File: config.mk
export PLATFORM = sky130hd
export DESIGN_NAME = spi_cfg_slave_flat
export DESIGN_NICKNAME = d
export VERILOG_FILES = /design/src/rtl/spi_cfg_slave_if.sv /design/src/rtl/spi_cfg_slave.sv /design/src/flat_wrapper.sv
export SDC_FILE = /design/constraint.sdc
export NUM_CORES = 1
export LEC_CHECK = 0
export CORE_ASPECT_RATIO = 0.6
export CORE_MARGIN = 3
export CORE_UTILIZATION = 50
export CTS_CLUSTER_DIAMETER = 50
export DETAILED_ROUTE_END_ITERATION = 10
export HOLD_SLACK_MARGIN = 0.03
export PLACE_DENSITY = 0.83
export SKIP_LAST_GASP = 1
export SYNTH_ARGS = -nofsm -noshare
export SYNTH_HDL_FRONTEND = slang
export SYNTH_SLANG_ARGS = --single-unit
File: constraint.sdc
create_clock -name clk -period 7.4 [get_ports clk]
set_input_delay 1.11 -clock clk [delete_from_list [all_inputs] [get_ports clk]]
set_output_delay 1.11 -clock clk [all_outputs]
set_load 0.005 [all_outputs]
File: src/rtl/spi_cfg_slave_if.sv
// SPI pin bundle between a configuration master and spi_cfg_slave.
interface spi_cfg_slave_if;
  logic i_spi_clk;
  logic i_spi_mosi;
  logic i_spi_le;
  logic o_spi_miso;

  modport master (output i_spi_clk, output i_spi_mosi, output i_spi_le, input o_spi_miso);
  modport slave  (input i_spi_clk, input i_spi_mosi, input i_spi_le, output o_spi_miso);
endinterface

File: src/rtl/spi_cfg_slave.sv
// SPI-programmed bank of 28-bit configuration registers, oversampled in the clk domain.
// Optional register readback over MISO is built when SPI_CFG_READBACK_EN is defined.
module spi_cfg_slave #(
  parameter int          NUM_REGS = 3,
  parameter logic [27:0] RST_VAL  = 28'h0
) (
  input  logic                   clk,
  input  logic                   rst_n,
  spi_cfg_slave_if.slave         spi,
  output logic [NUM_REGS*28-1:0] o_regs,
  output logic                   o_wr_stb,
  output logic [3:0]             o_wr_addr,
  output logic                   o_frame_err,
  output logic                   o_busy
);
  localparam logic [3:0] NREG4 = 4'(NUM_REGS);

  typedef enum logic [1:0] {IDLE = 2'd0, SHIFT = 2'd1, EVAL = 2'd2} state_t;

  state_t      r_state;
  logic        r_sck_s1, r_sck_s2, r_sck_d;
  logic        r_mosi_s1, r_mosi_s2;
  logic        r_le_s1, r_le_s2, r_le_d;
  logic [31:0] r_word;
  logic [5:0]  r_cnt;
  logic        r_fall_pend;
  logic [27:0] r_regs [NUM_REGS];

  logic        w_sck_rise, w_le_fall, w_le_rise, w_wr_ok, w_rb_cmd;
  logic [3:0]  w_addr;

  assign w_sck_rise = r_sck_s2 & ~r_sck_d;
  assign w_le_fall  = ~r_le_s2 & r_le_d;
  assign w_le_rise  = r_le_s2 & ~r_le_d;
  assign w_addr     = r_word[3:0];
  assign w_wr_ok    = (r_cnt == 6'd32) && (w_addr < NREG4);

  for (genvar k = 0; k < NUM_REGS; k++) begin : g_out
    assign o_regs[28*k +: 28] = r_regs[k];
  end

`ifdef SPI_CFG_READBACK_EN
  logic        r_rb_arm;
  logic [3:0]  r_rb_addr;
  logic [31:0] r_rb_sr;
  logic        r_miso;
  logic [27:0] w_rb_reg;
  logic        w_sck_fall;

  assign w_sck_fall = ~r_sck_s2 & r_sck_d;
  assign w_rb_cmd   = (r_cnt == 6'd32) && (w_addr == 4'hE) && (r_word[7:4] < NREG4);
  assign spi.o_spi_miso = r_miso;

  // Select the armed readback register.
  always_comb begin
    w_rb_reg = 28'h0;
    for (int k = 0; k < NUM_REGS; k++) begin
      w_rb_reg = (r_rb_addr == 4'(k)) ? r_regs[k] : w_rb_reg;
    end
  end
`else
  assign w_rb_cmd       = 1'b0;
  assign spi.o_spi_miso = 1'b0;
`endif

  // Synchronizers keep running through reset so a frame already open at release never looks like a fresh le fall.
  always_ff @(posedge clk) begin
    r_sck_s1  <= spi.i_spi_clk;
    r_sck_s2  <= r_sck_s1;
    r_sck_d   <= r_sck_s2;
    r_mosi_s1 <= spi.i_spi_mosi;
    r_mosi_s2 <= r_mosi_s1;
    r_le_s1   <= spi.i_spi_le;
    r_le_s2   <= r_le_s1;
    r_le_d    <= r_le_s2;
  end

  // Frame FSM with registered outputs.
  always_ff @(posedge clk) begin
    if (!rst_n) begin
      r_state     <= IDLE;
      r_word      <= 32'h0;
      r_cnt       <= 6'd0;
      r_fall_pend <= 1'b0;
      o_wr_stb    <= 1'b0;
      o_frame_err <= 1'b0;
      o_wr_addr   <= 4'h0;
      o_busy      <= 1'b0;
      for (int k = 0; k < NUM_REGS; k++) r_regs[k] <= RST_VAL;
`ifdef SPI_CFG_READBACK_EN
      r_rb_arm  <= 1'b0;
      r_rb_addr <= 4'h0;
      r_rb_sr   <= 32'h0;
      r_miso    <= 1'b0;
`endif
    end else begin
      o_wr_stb    <= 1'b0;
      o_frame_err <= 1'b0;
      o_busy      <= ~r_le_s2;
      case (r_state)
        IDLE: begin
          // A fall seen during EVAL is remembered so back-to-back frames are not lost.
          if (w_le_fall || r_fall_pend) begin
            r_state     <= SHIFT;
            r_cnt       <= 6'd0;
            r_fall_pend <= 1'b0;
`ifdef SPI_CFG_READBACK_EN
            r_rb_sr <= {w_rb_reg, r_rb_addr};
            r_miso  <= r_rb_arm & r_rb_addr[0];
`endif
          end
        end
        SHIFT: begin
          if (w_le_rise) begin
            r_state <= EVAL;
`ifdef SPI_CFG_READBACK_EN
            r_miso  <= 1'b0;
`endif
          end else begin
            if (w_sck_rise) begin
              r_word <= {r_mosi_s2, r_word[31:1]};
              if (r_cnt != 6'd33) r_cnt <= r_cnt + 6'd1;
            end
`ifdef SPI_CFG_READBACK_EN
            if (w_sck_fall && r_rb_arm) begin
              r_rb_sr <= r_rb_sr >> 1;
              r_miso  <= r_rb_sr[1];
            end
`endif
          end
        end
        EVAL: begin
          r_state     <= IDLE;
          r_fall_pend <= w_le_fall;
          o_wr_stb    <= w_wr_ok;
          o_frame_err <= ~w_wr_ok & ~w_rb_cmd;
          if (w_wr_ok) begin
            o_wr_addr <= w_addr;
            for (int k = 0; k < NUM_REGS; k++) begin
              if (w_addr == 4'(k)) r_regs[k] <= r_word[31:4];
            end
          end
`ifdef SPI_CFG_READBACK_EN
          r_rb_arm <= w_rb_cmd;
          if (w_rb_cmd) r_rb_addr <= r_word[7:4];
`endif
        end
        default: r_state <= IDLE;
      endcase
    end
  end
endmodule

File: src/flat_wrapper.sv
// flat-port wrapper written by rule: the top's interface ports become plain ports
module spi_cfg_slave_flat 
#(
  parameter int          NUM_REGS = 3,
  parameter logic [27:0] RST_VAL  = 28'h0
)
  (clk, rst_n, o_regs, o_wr_stb, o_wr_addr, o_frame_err, o_busy, spi_i_spi_clk, spi_i_spi_mosi, spi_i_spi_le, spi_o_spi_miso);
  spi_cfg_slave_if spi_i ();
  input  logic clk;
  input  logic rst_n;
  output logic [NUM_REGS*28-1:0] o_regs;
  output logic o_wr_stb;
  output logic [3:0] o_wr_addr;
  output logic o_frame_err;
  output logic o_busy;
  input wire logic [$bits(spi_i.i_spi_clk)-1:0] spi_i_spi_clk;
  input wire logic [$bits(spi_i.i_spi_mosi)-1:0] spi_i_spi_mosi;
  input wire logic [$bits(spi_i.i_spi_le)-1:0] spi_i_spi_le;
  output wire logic [$bits(spi_i.o_spi_miso)-1:0] spi_o_spi_miso;
  assign spi_i.i_spi_clk = spi_i_spi_clk;
  assign spi_i.i_spi_mosi = spi_i_spi_mosi;
  assign spi_i.i_spi_le = spi_i_spi_le;
  assign spi_o_spi_miso = spi_i.o_spi_miso;
  spi_cfg_slave #(.NUM_REGS(NUM_REGS), .RST_VAL(RST_VAL)) u_core (.clk(clk), .rst_n(rst_n), .spi(spi_i), .o_regs(o_regs), .o_wr_stb(o_wr_stb), .o_wr_addr(o_wr_addr), .o_frame_err(o_frame_err), .o_busy(o_busy));
endmodule
**Yosys cells after proc, flatten, opt, wreduce, memory -nomap -nowiden**

Memories as Yosys holds them, arrays and structs flattened.
Index checks and enable logic that the tools add are counted.

- Bitwise gates (word level): 11
- $lt $le $gt $ge: 1
- Reductions and logical operators: 12
- Eq/ne operators: 11
- $mul: 0
- Shifts and indexed selects: 0
- Mux-type cells: 29
- Divide/modulo/power cells: 0
- Add/subtract/negate cells: 1

Operator list:

| kind | number |
|---|---|
| 28-bit two-way mux | 3 |
| 6-bit two-way mux | 4 |
| 1-bit two-way mux | 17 |
| 6-bit one-hot mux with 2 select lines | 1 |
| 2-bit by 1-bit inequality test with 1-bit output, second input constant | 4 |
| 2-bit AND reduction | 4 |
| 6-bit by 1-bit adder with 6-bit output, second input constant | 1 |
| 6-bit equality test, second input constant | 1 |
| 6-bit inequality test, second input constant | 1 |
| 1-bit inverter | 5 |
| 5-bit AND reduction | 1 |
| 4-bit by 1-bit equality test with 1-bit output, second input constant | 1 |
| 4-bit by 2-bit equality test with 1-bit output, second input constant | 1 |
| 4-bit logical NOT | 1 |
| 4-bit by 2-bit less-than comparator with 1-bit output, second input constant | 1 |
| 2-bit two-way mux | 2 |
| 2-bit one-hot mux with 2 select lines | 1 |
| 2-bit nonzero test | 2 |
| 1-bit bitwise AND | 3 |
| 1-bit OR | 3 |
| 3-bit AND reduction | 1 |
| 2-bit by 1-bit equality test with 1-bit output, second input constant | 1 |
| 2-bit equality test, second input constant | 1 |
| 2-bit logical NOT | 1 |
| other kinds (4) | 4 |

- Word-level logic and storage cells: 82
- Bits in writable memories: 84
- Output and inout bits: 92
- ROM bits: 0
- Input port bits: 5
- Bits in latches: 0
- Register bits after elaboration: 56
- Memories kept: 1

Memory list:

| name | depth | width | rd ports | clocked after memory_dff | wr ports | RTL line | text |
|---|---|---|---|---|---|---|---|
| u_core.r_regs | 3 | 28 | 3 | 0 | 3 | spi_cfg_slave.sv:27 | `logic [27:0] r_regs [NUM_REGS];` |

**Depth between registers and ports, before layout**

Gate-level depths: netlist of run 1.

- Depth in word-level cells: 7
- Mapped depth: 7
- Depth with buffers taken out: 5

**Worst setup path before layout of run 1**

Ideal clock, no wire load.

- Path kind: reg-to-reg
- From: register u_core.r_cnt[2]
- To: memory u_core.r_regs[1][0] (netlist: u_core.r_regs[0][28]), enable pin
- Path buffers: 0
- Arrival: 2.979 ns
- Setup slack: 3.969 ns
- Period minus slack after synthesis: 3.431 ns
- Data required time: 6.948 ns
- Setup time: 0.452 ns
- Stages on the path, launching flop included: 4
- Cells stage by stage: dfxtp_1 -> nor4b_4 -> nand4_1 -> o21ai_0

RTL lines:

| what | RTL line | text |
|---|---|---|
| from (decl) | spi_cfg_slave.sv:25 | `logic [5:0] r_cnt;` |
| from (signal assigned) | spi_cfg_slave.sv:122 | `if (r_cnt != 6'd33) r_cnt <= r_cnt + 6'd1;` |
| to (decl) | spi_cfg_slave.sv:27 |  |

==> impl_metrics.env, run 1 <==
export IMPL_die_height_um=82.5
export IMPL_clockRootBuffer="clkbuf_16"
export IMPL_synth_main_ff_cell="edfxtp_1"
export IMPL_netlist_area_sq_um=4880
export IMPL_grt_pass1_wl_um=15900
export IMPL_synth_common_cells="84 x edfxtp_1, 71 x nand2_1, 56 x dfxtp_1"
export IMPL_clk_path_buf_depth=2
export IMPL_skew_ns=0.00574
export IMPL_min_from="u_core.r_sck_s1"
export IMPL_synthArstFlopShare=0
export IMPL_routedWlPerCell_um=16.8
export IMPL_finalWirelength_um=10000
export IMPL_start_util=0.523
export IMPL_synth_seq_cells=140
export IMPL_grt_total_usage=0.193
export IMPL_synthCells=358
export IMPL_status="completed"
export IMPL_detailed_place_area_sq_um=5930
export IMPL_overflow=0
export IMPL_worst_pin_slew_ns=1.20
export IMPL_dp_cells=566
export IMPL_yosysMostFrequentCell="edfxtp_1"
export IMPL_rows=27
export IMPL_seq_area_frac_synth=0.746
export IMPL_worst_r2r_cell_count=3
export IMPL_end_kind="flop"
export IMPL_cts_setup_buffers=0
export IMPL_synth_area_leaders="edfxtp_1 52%, dfxtp_1 23%, nand2_1 5.5%, and2_1 3.6%, a21boi_0 3.5%"
export IMPL_drt_vias_per_instance=5.10
export IMPL_dieArea_sq_um=11000
export IMPL_dpl_hpwl_um=6290
export IMPL_p_int_w=0.00139
export IMPL_layout_nets=463
export IMPL_holdWs_ns=0.323
export IMPL_n_fill_cell=621
export IMPL_syn_num_nets=366
export IMPL_cp_depth=4
export IMPL_avgSynthCellArea_sq_um=13.6
export IMPL_setup_violations_final=0
export IMPL_antenna_found_initial=0
export IMPL_path_cells="buf_2 > nand2_1 > nor2_2 > and2_1"
export IMPL_critPathBufInv=1
export IMPL_cp_max_fo=58
export IMPL_fmax_mhz=352
export IMPL_ys_warn_count=0
export IMPL_vdd_drop_max_mv=0.213
export IMPL_numCtsBuffers=17
export IMPL_final_cell_count_no_fill=598
export IMPL_ctsHoldBuffers=0
export IMPL_grt_max_degree=59
export IMPL_p_clk_frac=0.458
export IMPL_finalCritPeriodShare=0.384
export IMPL_critPathTopFamily="simple AND/OR/NAND/NOR gates"
export IMPL_hold_path_depth=0
export IMPL_powerDensity_nw_per_um2=268
export IMPL_clock_latency_ns=0.41
export IMPL_fp_dieW_um=134
export IMPL_route_detailed_drc=0
export IMPL_final_area_sq_um=6490
export IMPL_cpPeakStageDelay_ns=0.79
export IMPL_io_buffers=95
export IMPL_rr_startpoint="u_core.r_word[1]"
export IMPL_reg2reg_setup_slack_ns=4.72
export IMPL_comb_power_share=0.047
export IMPL_min_path_type="reg -> reg"
export IMPL_post_synth_top_area_fraction=0.517
export IMPL_firstDrtPassIters=4
export IMPL_cpMaxStageDelayCell="nor2_2"
export IMPL_ioPinCount=97
export IMPL_leakagePower_nw=2.21
export IMPL_syn_to_final_growth_pct=33.0
export IMPL_synth_edf_count=84
export IMPL_switching_power_w=0.000354
export IMPL_htreeDepth=4
export IMPL_finalSetupTns_ns=0
export IMPL_drtIter0Drc=235
export IMPL_yosys_area_top_type="edfxtp_1"
export IMPL_clk_pin_slew_ns=0.06
export IMPL_antennaDiodeCount=0
export IMPL_period_needed_ns=2.84
export IMPL_start_kind="input pin"
export IMPL_cap_violations=0
export IMPL_cts_repair_resized=0
export IMPL_grt_setup_unrepaired="false"
export IMPL_gp_congestion=0.791
export IMPL_final_antenna_net_count=0
export IMPL_worstPathArrival_ns=3.09
export IMPL_grt_pass1_vias=3005
export IMPL_dr_total_vias=3049
export IMPL_ys_types=33
export IMPL_netSwitchingFraction=0.203
export IMPL_relSlewSlack=0.197
export IMPL_drive_above_1_share=0.0726
export IMPL_drv_slew=0
export IMPL_cts_num_sinks=140
export IMPL_power_w=0.00174
export IMPL_coreArea_sq_um=9320
export IMPL_worst_setup_path_type="in -> reg"
export IMPL_critPathLaunch="rst_n"
export IMPL_seq_power_share=0.495
export IMPL_hold_viol_final=0
export IMPL_required_ns=7.65
export IMPL_cts_tree="built"
==> worst paths after layout <==
| path | end |
|---|---|
| setup / recovery | u_core.r_regs[0][66] |
| hold / removal | u_core.r_sck_s2 |
| setup reg to reg | u_core.r_regs[0][66] |
| hold reg to reg | u_core.r_sck_s2 |
==> per-stage QoR <==
stage	worst slack (ns)	utilization
global route	4.26	0.696
CTS	4.52	0.696
finish	4.56	0.696
detailed placement	4.09	0.636
global placement	4.16	0.636
floorplan	3.97	-
==> state kept, by name, indices dropped and copies added, names as in the netlist <==
signal,count
u_core.r_le_d,1
u_core.r_sck_s2,1
u_core.r_sck_d,1
u_core.r_mosi_s1,1
u_core.r_mosi_s2,1
u_core.o_busy,1
u_core.r_word,32
u_core.r_sck_s1,1
u_core.r_regs,84
u_core.r_le_s2,1
u_core.r_cnt,6
u_core.o_wr_stb,1
u_core.o_frame_err,1
u_core.r_state,2
u_core.r_le_s1,1
u_core.o_wr_addr,4
u_core.r_fall_pend,1
==> power groups by stage <==
stage / Clock (W) / Combinational (W) / Sequential (W)
after floorplan: 0 / 0.0000221 / 0.000880
after global placement: 0 / 0.0000812 / 0.000879
after detailed placement: 0 / 0.0000834 / 0.000878
after CTS: 0.000808 / 0.0000839 / 0.000863
after global routing: 0.000845 / 0.0000887 / 0.000865
final: 0.000798 / 0.0000826 / 0.000863
==> cells in the final DEF (no fill, tap or decap), types with 3 or more instances in the layout <==
cell,instances
o21ai_4,3
inv_1,6
clkbuf_16,17
nand3_1,13
a21boi_0,23
nand2_1,71
clkinv_2,3
ha_1,3
dfxtp_1,56
clkdlybuf4s50_1,94
a21boi_1,9
and2_1,28
nand2b_1,3
and3_1,4
o21ai_0,3
nor4_1,4
edfxtp_1,84
nand3b_1,3
nor2b_1,6
mux2i_1,5
clkinv_1,3
clkinvlp_4,3
==> layer usage <==
metal	global-route usage	part of all wire	up-vias
met5	0	0	-
met4	0.0698	0.014	0
met3	0.0690	0.083	18
met2	0.308	0.45	124
met1	0.248	0.45	1447
li1	-	-	1460
==> final cells by class <==
type / count / area [sq um] / area share
clock buffer: 19 / 433 / 0.0667
multi-input combinational: 195 / 1160 / 0.178
clock inverter: 13 / 126 / 0.0195
sequential: 140 / 3640 / 0.561
inverter: 6 / 22.5 / 0.00347
timing repair buffer: 95 / 946 / 0.146
tap: 130 / 163 / 0.0251
==> cell families after synthesis <==
kind of cell	synth area share
compound gates	0.0687
other cells	0.000768
fa+ha+maj	0.00769
flops	0.746
mux	0.0103
simple gates	0.143
buf+inv	0.0236
No activity file was read; power rests on OpenSTA's default activity.
==> run 2: changes to the inputs <==
clock period = 2.7 ns   (was 7.4 ns; I/O delays follow)
==> impl_metrics.env, run 2 (synthesis results as in run 1) <==
export IMPL_routedWlPerCell_um=15.4
export IMPL_worst_setup_path_type="reg -> reg"
export IMPL_cts_num_sinks=140
export IMPL_n_fill_cell=624
export IMPL_cts_repair_resized=0
export IMPL_hold_viol_final=0
export IMPL_clk_path_buf_depth=2
export IMPL_dr_total_vias=3028
export IMPL_firstDrtPassIters=4
export IMPL_status="completed"
export IMPL_largestRegisters="u_core.r_regs (84), u_core.r_word (32), u_core.r_cnt (6)"
export IMPL_drv_slew=0
export IMPL_start_kind="flop"
export IMPL_drive_above_1_share=0.0903
export IMPL_ctsHoldBuffers=0
export IMPL_clockRootBuffer="clkbuf_16"
export IMPL_largest_reg_flops=84
export IMPL_finalWirelength_um=9360
export IMPL_coreArea_sq_um=9320
export IMPL_worst_pin_slew_ns=0.755
export IMPL_holdWs_ns=0.325
export IMPL_post_route_util=0.702
export IMPL_grt_pass1_wl_um=15100
export IMPL_io_buffers=95
export IMPL_die_height_um=82.5
export IMPL_period_needed_ns=1.98
export IMPL_rows=27
export IMPL_cp_max_fo=28
export IMPL_use_met1=0.246
export IMPL_skew_ns=0.00680
export IMPL_cts_setup_buffers=0
export IMPL_htreeDepth=4
export IMPL_route_detailed_drc=0
export IMPL_finalSetupTns_ns=0
export IMPL_clk_pin_slew_ns=0.06
export IMPL_final_common_cell="clkdlybuf4s50_1"
export IMPL_drt_vias_per_instance=5.00
export IMPL_fp_dieW_um=134
export IMPL_largest_register="u_core.r_regs"
export IMPL_worstPathArrival_ns=2.04
export IMPL_dpl_hpwl_um=6030
export IMPL_final_antenna_net_count=0
export IMPL_syn_to_final_growth_pct=34.0
export IMPL_antenna_found_initial=0
export IMPL_start_util=0.523
export IMPL_min_path_type="reg -> reg"
export IMPL_final_cell_count_no_fill=606
export IMPL_setup_violations_final=0
export IMPL_dp_cells=574
export IMPL_ioPinCount=97
export IMPL_required_ns=2.76
export IMPL_end_kind="flop"
export IMPL_antennaDiodeCount=0
export IMPL_cap_violations=0
export IMPL_grt_total_usage=0.181
export IMPL_clock_latency_ns=0.41
export IMPL_finalCritPeriodShare=0.735
export IMPL_drtIter0Drc=254
export IMPL_grt_busiest_layer="met2"
export IMPL_layout_nets=471
export IMPL_grt_pass1_vias=2979
export IMPL_numCtsBuffers=17
export IMPL_layout_common_cells="94 x clkdlybuf4s50_1, 84 x edfxtp_1, 71 x nand2_1"
export IMPL_grtUsageMet3=0.0636
export IMPL_fmax_mhz=504
export IMPL_relSlewSlack=0.494
export IMPL_dieArea_sq_um=11000
export IMPL_met2_usage=0.272
export IMPL_gp_congestion=0.759
export IMPL_overflow=0
export IMPL_leakagePower_nw=2.24
export IMPL_cts_tree="built"
export IMPL_powerDensity_nw_per_um2=721
export IMPL_vdd_drop_max_mv=0.451
export IMPL_grt_max_degree=58
export IMPL_grt_setup_unrepaired="false"
## run 2: cell count changes in the layout (fill, tap and decap cells not counted), sizes merged
| cell | before | now |
|---|---|---|
| clkbuf | 19 | 18 |
| inv | 6 | 11 |
| bufinv | 2 | 1 |
| clkinvlp | 3 | 2 |
| buf | 1 | 9 |
| clkinv | 8 | 6 |
## run 2: worst paths after layout
path,slack (ns),to,depth (start not counted),start
hold / removal,0.33,u_core.r_le_s2,0,u_core.r_le_s1
setup / recovery,0.72,u_core.r_regs[0][31],5,u_core.r_cnt[2]
hold reg to reg,0.33,u_core.r_le_s2,0,u_core.r_le_s1
setup reg to reg,0.72,u_core.r_regs[0][31],5,u_core.r_cnt[2]
## run 2: worst max-delay path: stages (launching register included)
cell and delay (ns):
dfxtp_1 0.34, nor4b_4 0.38, nand4_1 0.15, buf_4 0.20, o21ai_4 0.14, buf_4 0.40
## run 2: final cells by class
| type | count | area (sq um) | area share |
|---|---|---|---|
| flip-flops and latches | 140 | 3640 | 0.557 |
| multi-input cells | 195 | 1160 | 0.177 |
| clock buffers | 18 | 429 | 0.0656 |
| repair buffers | 103 | 1010 | 0.154 |
| well taps | 130 | 163 | 0.0249 |
| clock inverters | 14 | 119 | 0.0182 |
| inverters | 6 | 22.5 | 0.00344 |
## run 2: power by group
group / leakage [nW] / total [W] / internal (W) / switching, W
Combinational: 0.727 / 0.000231 / 0.000133 / 0.0000983
Sequential: 1.25 / 0.00236 / 0.00233 / 0.0000276
Clock: 0.264 / 0.00212 / 0.00127 / 0.000858
## run 2: metal layers
layer	part of all wire	wire (um)
met4	0.0079	74
met1	0.48	4520
met2	0.43	4060
met5	0	0
met3	0.076	707
## run 2: per-stage QoR
stage               total power, W  cell area, sq um  worst slack [ns]
CTS                        0.00475              6540             0.717
global placement           0.00263              5990             0.805
finish                     0.00472              6540             0.716
global route               0.00489              6540             0.642
detailed placement         0.00264              5990             0.751
floorplan                  0.00247              4880            -0.731
